===== src/rtl/gomoku_match_ctrl.sv =====
// Gomoku match controller: power-up flicker, board clear, move entry with a
// per-move countdown, judging, board write, round scoring and best-of match end.
module gomoku_match_ctrl #(
  parameter int EDGE_BITS  = 3,
  parameter int MOVE_TIME  = 15,
  parameter int CD_BITS    = 4,
  parameter int MATCH_WINS = 3,
  parameter int SCORE_BITS = 2
) (
  input  logic                   clk,
  input  logic                   rst_n,
  input  logic                   sw_power,
  input  logic                   btn_reset,
  input  logic                   btn_ok,
  input  logic                   sec_tick,
  input  logic                   flicker_tick,
  input  logic                   key_valid,
  input  logic [EDGE_BITS:0]     key_index,
  output logic                   key_ready,
  output logic                   memrst_en,
  input  logic                   memrst_done,
  output logic                   judge_en,
  input  logic                   judge_done,
  input  logic [1:0]             judge_result,
  output logic                   ram_we,
  output logic [2*EDGE_BITS-1:0] ram_wr_addr,
  output logic [1:0]             ram_wr_data,
  output logic [2*EDGE_BITS-1:0] pos,
  output logic                   cur_side,
  output logic                   point_flicker_en,
  output logic                   screen_flicker_en,
  output logic [CD_BITS-1:0]     countdown,
  output logic [SCORE_BITS-1:0]  red_wins,
  output logic [SCORE_BITS-1:0]  green_wins,
  output logic                   buzzer_en,
  output logic [2:0]             state_o
);

  localparam int POS_BITS = 2 * EDGE_BITS;
  localparam int CNT_BITS = 2 * EDGE_BITS + 1;
  localparam logic [CNT_BITS-1:0]   LAST_CELL    = CNT_BITS'((1 << POS_BITS) - 1);
  localparam logic [CD_BITS-1:0]    CD_RELOAD    = CD_BITS'(MOVE_TIME);
  localparam logic [SCORE_BITS-1:0] SCORE_MAX    = '1;
  localparam logic [SCORE_BITS-1:0] SCORE_TARGET = SCORE_BITS'(MATCH_WINS);

  typedef enum logic [2:0] {
    STOPPED   = 3'd0,
    STARTING  = 3'd1,
    CLEARING  = 3'd2,
    WAIT      = 3'd3,
    JUDGE     = 3'd4,
    WRITE     = 3'd5,
    ROUND_END = 3'd6,
    MATCH_END = 3'd7
  } state_t;

  state_t                state, state_next;
  logic [1:0]            btn_sync;
  logic                  btn_prev;
  logic [1:0]            flick_cnt;
  logic [EDGE_BITS-1:0]  pos_x, pos_y;
  logic                  x_set, y_set;
  logic                  first_side;
  logic                  win_flag;
  logic [CNT_BITS-1:0]   piece_cnt;

  logic btn_rise;
  logic run;
  logic timeout;
  logic key_accept;
  logic both_set;
  logic match_over;

  assign btn_rise   = btn_sync[1] & ~btn_prev;
  assign run        = sw_power & ~btn_reset;
  assign timeout    = (state == WAIT) && sec_tick && (countdown == '0);
  assign key_accept = run && (state == WAIT) && key_valid && !timeout;
  assign both_set   = x_set & y_set;
  assign match_over = (red_wins == SCORE_TARGET) || (green_wins == SCORE_TARGET);

  assign pos              = {pos_y, pos_x};
  assign point_flicker_en = (state == WAIT) && both_set;
  assign state_o          = state;

  // State register.
  always_ff @(posedge clk or negedge rst_n) begin
    if (!rst_n) state <= STOPPED;
    else        state <= state_next;
  end

  // Next-state and state-decoded outputs; power and reset-game override last.
  always_comb begin
    state_next        = state;
    memrst_en         = 1'b0;
    judge_en          = 1'b0;
    ram_we            = 1'b0;
    ram_wr_addr       = '0;
    ram_wr_data       = 2'b00;
    screen_flicker_en = 1'b0;
    buzzer_en         = 1'b0;
    case (state)
      STOPPED: begin
        if (sw_power) state_next = STARTING;
      end
      STARTING: begin
        screen_flicker_en = 1'b1;
        if (flicker_tick && flick_cnt == 2'd2) state_next = CLEARING;
      end
      CLEARING: begin
        memrst_en = 1'b1;
        if (memrst_done) state_next = WAIT;
      end
      WAIT: begin
        if (!timeout && btn_rise && both_set) state_next = JUDGE;
      end
      JUDGE: begin
        judge_en = 1'b1;
        if (judge_done) state_next = (judge_result == 2'b01) ? WAIT : WRITE;
      end
      WRITE: begin
        ram_we      = 1'b1;
        ram_wr_addr = pos;
        ram_wr_data = cur_side ? 2'b10 : 2'b01;
        if (win_flag || piece_cnt == LAST_CELL) state_next = ROUND_END;
        else                                     state_next = WAIT;
      end
      ROUND_END: begin
        buzzer_en = 1'b1;
        if (match_over)    state_next = MATCH_END;
        else if (btn_rise) state_next = CLEARING;
      end
      MATCH_END: begin
        buzzer_en = 1'b1;
      end
      default: state_next = STOPPED;
    endcase
    if (!sw_power)      state_next = STOPPED;
    else if (btn_reset) state_next = CLEARING;
  end

  // Button synchroniser, key handshake and flicker counting.
  always_ff @(posedge clk or negedge rst_n) begin
    if (!rst_n) begin
      btn_sync  <= 2'b00;
      btn_prev  <= 1'b0;
      key_ready <= 1'b0;
      flick_cnt <= 2'd0;
    end else begin
      btn_sync  <= {btn_sync[0], btn_ok};
      btn_prev  <= btn_sync[1];
      key_ready <= key_accept;
      if (state != STARTING) flick_cnt <= 2'd0;
      else if (flicker_tick) flick_cnt <= flick_cnt + 2'd1;
    end
  end

  // Game datapath: coordinates, side, countdown, piece count and scores.
  always_ff @(posedge clk or negedge rst_n) begin
    if (!rst_n) begin
      pos_x      <= '0;
      pos_y      <= '0;
      x_set      <= 1'b0;
      y_set      <= 1'b0;
      cur_side   <= 1'b0;
      first_side <= 1'b0;
      win_flag   <= 1'b0;
      piece_cnt  <= '0;
      countdown  <= '0;
      red_wins   <= '0;
      green_wins <= '0;
    end else if (!sw_power) begin
      red_wins   <= '0;
      green_wins <= '0;
    end else if (btn_reset) begin
      red_wins   <= '0;
      green_wins <= '0;
      first_side <= 1'b0;
    end else begin
      case (state)
        CLEARING: begin
          if (memrst_done) begin
            cur_side  <= first_side;
            x_set     <= 1'b0;
            y_set     <= 1'b0;
            piece_cnt <= '0;
            countdown <= CD_RELOAD;
          end
        end
        WAIT: begin
          if (timeout) begin
            cur_side  <= ~cur_side;
            x_set     <= 1'b0;
            y_set     <= 1'b0;
            countdown <= CD_RELOAD;
          end else begin
            if (sec_tick) countdown <= countdown - CD_BITS'(1);
            if (key_valid) begin
              if (key_index[EDGE_BITS]) begin
                pos_y <= key_index[EDGE_BITS-1:0];
                y_set <= 1'b1;
              end else begin
                pos_x <= key_index[EDGE_BITS-1:0];
                x_set <= 1'b1;
              end
            end
          end
        end
        JUDGE: begin
          if (judge_done) begin
            if (judge_result == 2'b01) begin
              x_set <= 1'b0;
              y_set <= 1'b0;
            end else begin
              win_flag <= (judge_result == 2'b10);
            end
          end
        end
        WRITE: begin
          if (win_flag) begin
            if (cur_side) begin
              if (green_wins != SCORE_MAX) green_wins <= green_wins + SCORE_BITS'(1);
            end else begin
              if (red_wins != SCORE_MAX) red_wins <= red_wins + SCORE_BITS'(1);
            end
          end else if (piece_cnt != LAST_CELL) begin
            piece_cnt <= piece_cnt + CNT_BITS'(1);
            cur_side  <= ~cur_side;
            x_set     <= 1'b0;
            y_set     <= 1'b0;
            countdown <= CD_RELOAD;
          end
        end
        ROUND_END: begin
          if (!match_over && btn_rise) first_side <= ~first_side;
        end
        default: ;
      endcase
    end
  end

endmodule


===== config.mk =====
export PLATFORM = sky130hd
export DESIGN_NAME = gomoku_match_ctrl
export DESIGN_NICKNAME = d
export VERILOG_FILES = /design/src/rtl/gomoku_match_ctrl.sv
export SDC_FILE = /design/constraint.sdc
export NUM_CORES = 1
export LEC_CHECK = 0
export ABC_AREA = 1
export BUFFER_PORTS_ARGS = -buffer_cell sky130_fd_sc_hd__buf_2
export CORE_ASPECT_RATIO = 0.75
export CORE_MARGIN = 4
export CORE_UTILIZATION = 54
export DETAILED_ROUTE_END_ITERATION = 8
export HOLD_SLACK_MARGIN = 0.05
export PLACE_DENSITY = 0.79
export SETUP_SLACK_MARGIN = 0.4
export SYNTH_ARGS = -nofsm -noshare
export SYNTH_HDL_FRONTEND = slang
export SYNTH_SLANG_ARGS = --single-unit

===== constraint.sdc =====
create_clock -name clk -period 1.9 [get_ports clk]
set_input_delay 0 -clock clk [delete_from_list [all_inputs] [get_ports clk]]
set_output_delay 0 -clock clk [all_outputs]
set_load 0.01 [all_outputs]

==> impl_metrics.csv, run 1 <==
group,metric,value,unit
floorplanning,io_pins,49,
floorplanning,die_h,63.7,microns
sta,finalMaxSlewViolations,0,
sta,tightest_slew,0.783,ns
setup_path,slowest_stage,"dfrtp_2",
run,maxCapViolCount,0,
final_layout,nNetsFinal,407,
drt,dr.pass1.iters,5,
global_route,grt_pass1_wl,9.36,mm
final_layout,area_delta_synth_final,40.8,%
drt,viasPerCell,5.58,
setup_path,critPathTopFamily,"flip-flops",
cts,clkTransAtPathRegs,0.07,ns
floorplanning,die_x,82.3,microns
sta,relSlewSlack,47.8,%
cts,clk_latency,0.30,ns
sta,post-route-min-period,1.62,ns
setup_path,path_buf_inv,2,
floorplanning,rows,19,
sta,fin_worst_skew,0.00601,ns
pwr,ir_drop,0.815,mV
sta,final.setup.tns,0,ns
logic_synthesis,yosys_warnings,0,
sta,setup_violations,0,
drt,routed_wl,7.21,mm
logic_synthesis,synth_seq_cells,35,
logic_synthesis,synth_top_family_by_area,"simple AND/OR/NAND/NOR gates",
cts,cts_buffers,5,
floorplanning,dieArea,5250,sq um
global_route,grt_use_total,23.2,%
setup_path,cp_slowest_stage_delay,0.49,ns
global_route,grt_pass1_vias,2000,
floorplanning,start_util,58.5,%
setup_path,critPathMaxFanout,6,
final_layout,drive_gt1_share,40.6,%
setup_path,critical_path_class,"reg -> reg",
place,dpl.hpwl,3.78,mm
drt,drc_errors,0,
cts,cts_sinks,35,
sta,clock.fmax,619,MHz
setup_path,critPathCaptureType,"flip-flop",
place,io_buffer_count,48,
global_route,grt_antenna_before_repair,0,
setup_path,regToRegStartpoint,"state_o[1]",
logic_synthesis,synthXorXnorAreaFrac,2.35,%
logic_synthesis,synthAdderAreaFrac,4.47,%
drt,drt_iter0_drc,352,
cts,htree_levels,2,
setup_path,critPathRequiredTime,2.12,ns
setup_path,crit_path_start_kind,"flip-flop",
global_route,grt_start_max_net_pins,36,
drt,wl_per_cell,16.5,microns
drt,dr_total_vias,2434,
final_layout,n_antenna_cell,0,
sta,hold_violations,0,
cts,root_buffer,"clkbuf_8",
logic_synthesis,yosysSeqAreaShare,39.1,%
logic_synthesis,syn_area,2240,sq um
hold_path,hp-class,"in -> reg",
global_route,grt.overflow.total,0,
setup_path,worstPathCellList,"inv_4, nand3_4, buf_4, nor4_2, o21ai_0, a21oi_1",
logic_synthesis,syn_avg_cell_area,7.64,sq um
sta,rsz0062_at_grt,"true",
logic_synthesis,syn-num-nets,317,
logic_synthesis,synth-compound-area-share,7.10,%
sta,post-route-period-util,85.1,%
floorplanning,fp.coreArea,3830,sq um
setup_path,crit_arrival,1.84,ns
logic_synthesis,ys_types,32,
setup_path,crit_start,"state_o[1]",
hold_path,hp-start,"judge_done",
logic_synthesis,synth_simple_gate_area_share,37.8,%
pwr,power_density,776,nW/um^2
final_layout,fin_util,82.3,%
cts,clock_path_buffers,2,
place,gp_congestion,0.861,
outcome,status,"finished clean",
logic_synthesis,synthMuxAreaShare,0,%
pwr,p_leak,1.67,nW
logic_synthesis,syn_inst,293,
cts,cts_tree,"yes",
drt,antenna_left,0,
==> synthesized netlist by cell type, drive strengths merged <==
cell	n	area share [%]
buf	4	1.7
ha	8	4.5
nor4	1	0.56
xnor2	2	0.78
a21oi	5	1.6
o21bai	1	0.34
nand3	27	7.4
or2	2	0.56
nand3b	1	0.34
nand2	77	14
a31oi	1	0.28
o21ai	21	4.9
xor2	4	1.6
nand4	3	0.84
dfrtp	35	39
nor2	54	13
inv	43	7.4
nor3	4	1.1
==> sequential cells by signal, indices dropped and copies added, names as in the netlist, 2 cells and up <==
register and count:
red_wins 2, piece_cnt 7, btn_sync 2, countdown 4, green_wins 2, flick_cnt 2, pos_x 3, state_o 3
pos_y 3
==> layout by cell type (no fill, tap or decap), types with 2 or more instances in the layout <==
cell type,count
nor2_2,7
nand3_1,22
buf_4,19
o21ai_0,8
xor2_1,4
ha_1,6
inv_1,31
dlygate4sd3_1,12
o21ai_1,8
buf_6,5
nor3_1,2
dfrtp_1,32
nor2_8,2
nor2_1,31
nor2_4,15
a21oi_1,4
or2_2,2
clkbuf_8,5
nand2_1,60
nand3_2,2
nand3_4,3
inv_2,7
nand2_2,8
xnor2_1,2
dfrtp_2,3
nor3_4,2
nand2_4,8
o21ai_2,5
nand4_1,3
inv_4,5
buf_2,49
==> tightest hold or removal path, cell delays in order <==
cell     delay [ns]
buf_2          0.10
inv_1          0.12
nor3_4         0.07
nand3_1        0.05
o21ai_0        0.07
==> timing repair <==
item | 4_1_cts | 5_1_grt
endpoints found under the setup margin | 35 | 34
pin swaps | 5 | 24
hold buffers | 11 | 1
cloned | 1 | 0
gates resized for setup | 19 | 56
endpoints found under the hold margin | 47 | 1
setup buffers | 10 | 14
==> layout make-up <==
type	instances	area, sq um
tap	52	65.1
clock buffer	6	72.6
multi-input combinational	212	1380
fill	239	678
sequential	35	880
inverter	43	174
timing repair buffer	86	569
clock inverter	2	12.5
==> power by group <==
group	leakage, nW	total (mW)	switching, mW	internal, mW
combinational	1.17	0.917	0.551	0.365
clock	0.0412	0.543	0.287	0.256
sequential	0.458	0.983	0.131	0.852
==> kinds of logic after synthesis <==
| kind of cell | Yosys count |
|---|---|
| buf+inv | 47 |
| fa+ha+maj | 8 |
| compound gates | 28 |
| simple gates | 169 |
| xor+xnor | 6 |
| flops | 35 |
==> metal layers <==
metal  GRT usage (%)  part of all wire, %
met5               0                    0
met4            7.26                  5.4
met3            5.20                  8.2
met2            37.2                   48
met1            31.1                   39
==> per-stage QoR <==
| stage | total power, mW | instance area (sq um) | worst slack, ns | std cells | hold WS [ns] |
|---|---|---|---|---|---|
| final | 2.44 | 3150 | 0.284 | 436 | 0.163 |
| after global routing | 2.58 | 3150 | 0.201 | 436 | 0.219 |
| after CTS | 2.27 | 2850 | 0.395 | 421 | 0.0664 |
| after detailed placement | 1.67 | 2520 | 0.224 | 391 | 0.109 |
| after global placement | 1.65 | 2520 | 0.263 | 391 | 0.109 |
| after floorplan | 1.46 | 2240 | 0.419 | 293 | -0.296 |
==> final timing paths <==
path | to | depth (start not counted) | slack (ns)
min in group asynchronous | state_o[0] | 2 | 0.32
max | red_wins[1] | 6 | 0.28
max in group asynchronous | state_o[1] | 2 | 1.05
min | win_flag | 5 | 0.16
min reg2reg | btn_sync[1] | 0 | 0.35
max reg2reg | red_wins[1] | 6 | 0.28
(Power assumes the default switching activity.)
==> run 2: changes to the inputs <==
Settings changed: CAP_MARGIN set to 20, CORE_ASPECT_RATIO 0.75 to 1.2.
==> impl_metrics.csv, run 2 (synthesized netlist as in run 1, its figures left out) <==
group,metric,value,unit
setup_path,crit_path_start_kind,"flip-flop",
run,maxCapViolCount,0,
place,place_area,2530,sq um
sta,relSlewSlack,48.7,%
hold_path,hp-class,"in -> reg",
sta,rsz0062_at_grt,"true",
floorplanning,die_x,66.8,microns
pwr,ir_drop,0.621,mV
final_layout,largest-register,"piece_cnt",
final_layout,area_delta_synth_final,37.5,%
sta,setup_violations,0,
sta,fin_worst_skew,0.0106,ns
drt,dr_total_vias,2185,
final_layout,drive_gt1_share,38.5,%
sta,final.setup.tns,0,ns
drt,antenna_left,0,
pwr,p_leak,1.59,nW
final_layout,largest_reg_flops,7,
setup_path,crit_arrival,1.75,ns
setup_path,slowest_stage,"dfrtp_2",
final_layout,n_antenna_cell,0,
global_route,grt_pass1_wl,8.58,mm
floorplanning,io_pins,49,
cts,cts_sinks,35,
sta,finalMaxSlewViolations,0,
cts,cts_tree,"yes",
setup_path,critical_path_class,"reg -> reg",
sta,post-route-period-util,80.6,%
cts,clk_latency,0.29,ns
cts,clkTransAtPathRegs,0.08,ns
global_route,grt.overflow.total,0,
setup_path,critPathMaxFanout,7,
final_layout,final_cell_mix,"60 x nand2_1, 48 x buf_2, 33 x inv_1, 33 x nor2_1, 33 x dfrtp_1",
hold_path,hp-start,"key_index[3]",
setup_path,worstPathCellList,"buf_6, nand2_4, nor2_8, inv_4, nand2_4, nor2_4, nor2_4, buf_6, nand3_1, nand2_1",
floorplanning,fp.coreArea,3970,sq um
pwr,total_power,2.61,mW
global_route,grt_antenna_before_repair,0,
pwr,power_density,848,nW/um^2
setup_path,critPathCaptureType,"flip-flop",
drt,dr.pass1.iters,4,
final_layout,fillers,280,
sta,clock.fmax,653,MHz
cts,htree_levels,2,
final_layout,fin_area,3080,sq um
setup_path,cp-endpoint,"countdown[2]",
setup_path,critPathTopFamily,"simple AND/OR/NAND/NOR gates",
floorplanning,dieArea,5240,sq um
drt,drt_iter0_drc,148,
place,io_buffer_count,48,
sta,post-route-min-period,1.53,ns
global_route,grt_pass1_vias,1990,
setup_path,regToRegStartpoint,"state_o[1]",
place,dpl.hpwl,3.63,mm
setup_path,r2r_slack,0.37,ns
drt,wl_per_cell,13.0,microns
setup_path,path_buf_inv,3,
floorplanning,rows,25,
global_route,grt_start_max_net_pins,36,
setup_path,cp.depth,10,
drt,drc_errors,0,
cts,root_buffer,"clkbuf_8",
final_layout,multi_input_area,1320,sq um
outcome,status,"finished clean",
setup_path,r2r-end,"countdown[2]",
final_layout,nNetsFinal,402,
drt,routed_wl,5.65,mm
cts,clock_path_buffers,2,
final_layout,register_area,878,sq um
setup_path,rr_worst_depth,10,
floorplanning,start_util,56.3,%
setup_path,cp_slowest_stage_delay,0.44,ns
drt,viasPerCell,5.05,
cts,cts_buffers,5,
sta,hold_violations,0,
floorplanning,die_h,78.5,microns
final_layout,largest_registers,"piece_cnt: 7 flops, countdown: 4 flops",
setup_path,crit_start,"state_o[1]",
final_layout,layout_commonest_cell,"nand2_1",
setup_path,critPathRequiredTime,2.12,ns
place,gp_congestion,0.856,
sta,tightest_slew,0.770,ns
global_route,grt_use_total,20.9,%
==> run 2: area by class of cell <==
| class | instances | share of cell area [%] |
|---|---|---|
| clock inverter | 2 | 1.14 |
| timing repair buffer | 80 | 16.8 |
| sequential | 35 | 28.6 |
| multi-input combinational | 213 | 43.0 |
| inverter | 43 | 5.66 |
| tap | 54 | 2.20 |
| clock buffer | 6 | 2.69 |
==> run 2: power by group <==
group	switching, mW	leakage [nW]	internal (mW)	total (mW)
registers	0.120	0.459	0.852	0.972
logic	0.539	1.07	0.396	0.936
clock network	0.275	0.0612	0.425	0.700
total	0.935	1.59	1.67	2.61
==> run 2: worst min-delay path by stage <==
stage | endpoint | slack, ns | depth (start not counted)
2_1_floorplan | btn_prev | -0.30 | 0
3_3_place_gp | btn_sync[0] | 0.11 | 1
3_5_place_dp | btn_sync[0] | 0.11 | 1
4_1_cts | first_side | 0.07 | 4
5_1_grt | state_o[0] | 0.09 | 4
6_report | pos_x[0] | 0.07 | 4
==> run 2: repair_timing <==
item | in CTS | in global routing
setup endpoints to repair | 34 | 33
gates resized for setup | 14 | 38
hold buffers | 10 | 0
endpoints found under the hold margin | 46 | 0
pin swaps | 1 | 13
setup buffers | 5 | 14
gates cloned | 0 | 2
==> run 2: tightest hold or removal path: stages <==
cell	delay [ns]
buf_2	0.10
nor2_2	0.05
nand2_2	0.09
o21ai_0	0.08
==> run 2: through the flow <==
stage	setup slack [ns]	util, %	cells	hold WS [ns]
floorplan	0.419	-	293	-0.296
global placement	0.283	63.7	394	0.108
detailed placement	0.241	63.7	394	0.109
CTS	0.393	70.7	417	0.0675
global route	0.258	77.4	433	0.0942
finish	0.369	77.4	433	0.0728
==> run 2: layer usage <==
| layer | global-route usage, % | vias to the layer above | part of all wire, % |
|---|---|---|---|
| met3 | 4.01 | 10 | 4.9 |
| li1 | - | 1093 | - |
| met4 | 6.50 | 0 | 1.6 |
| met1 | 25.6 | 1029 | 40 |
| met2 | 36.4 | 53 | 53 |
| met5 | 0 | - | 0 |
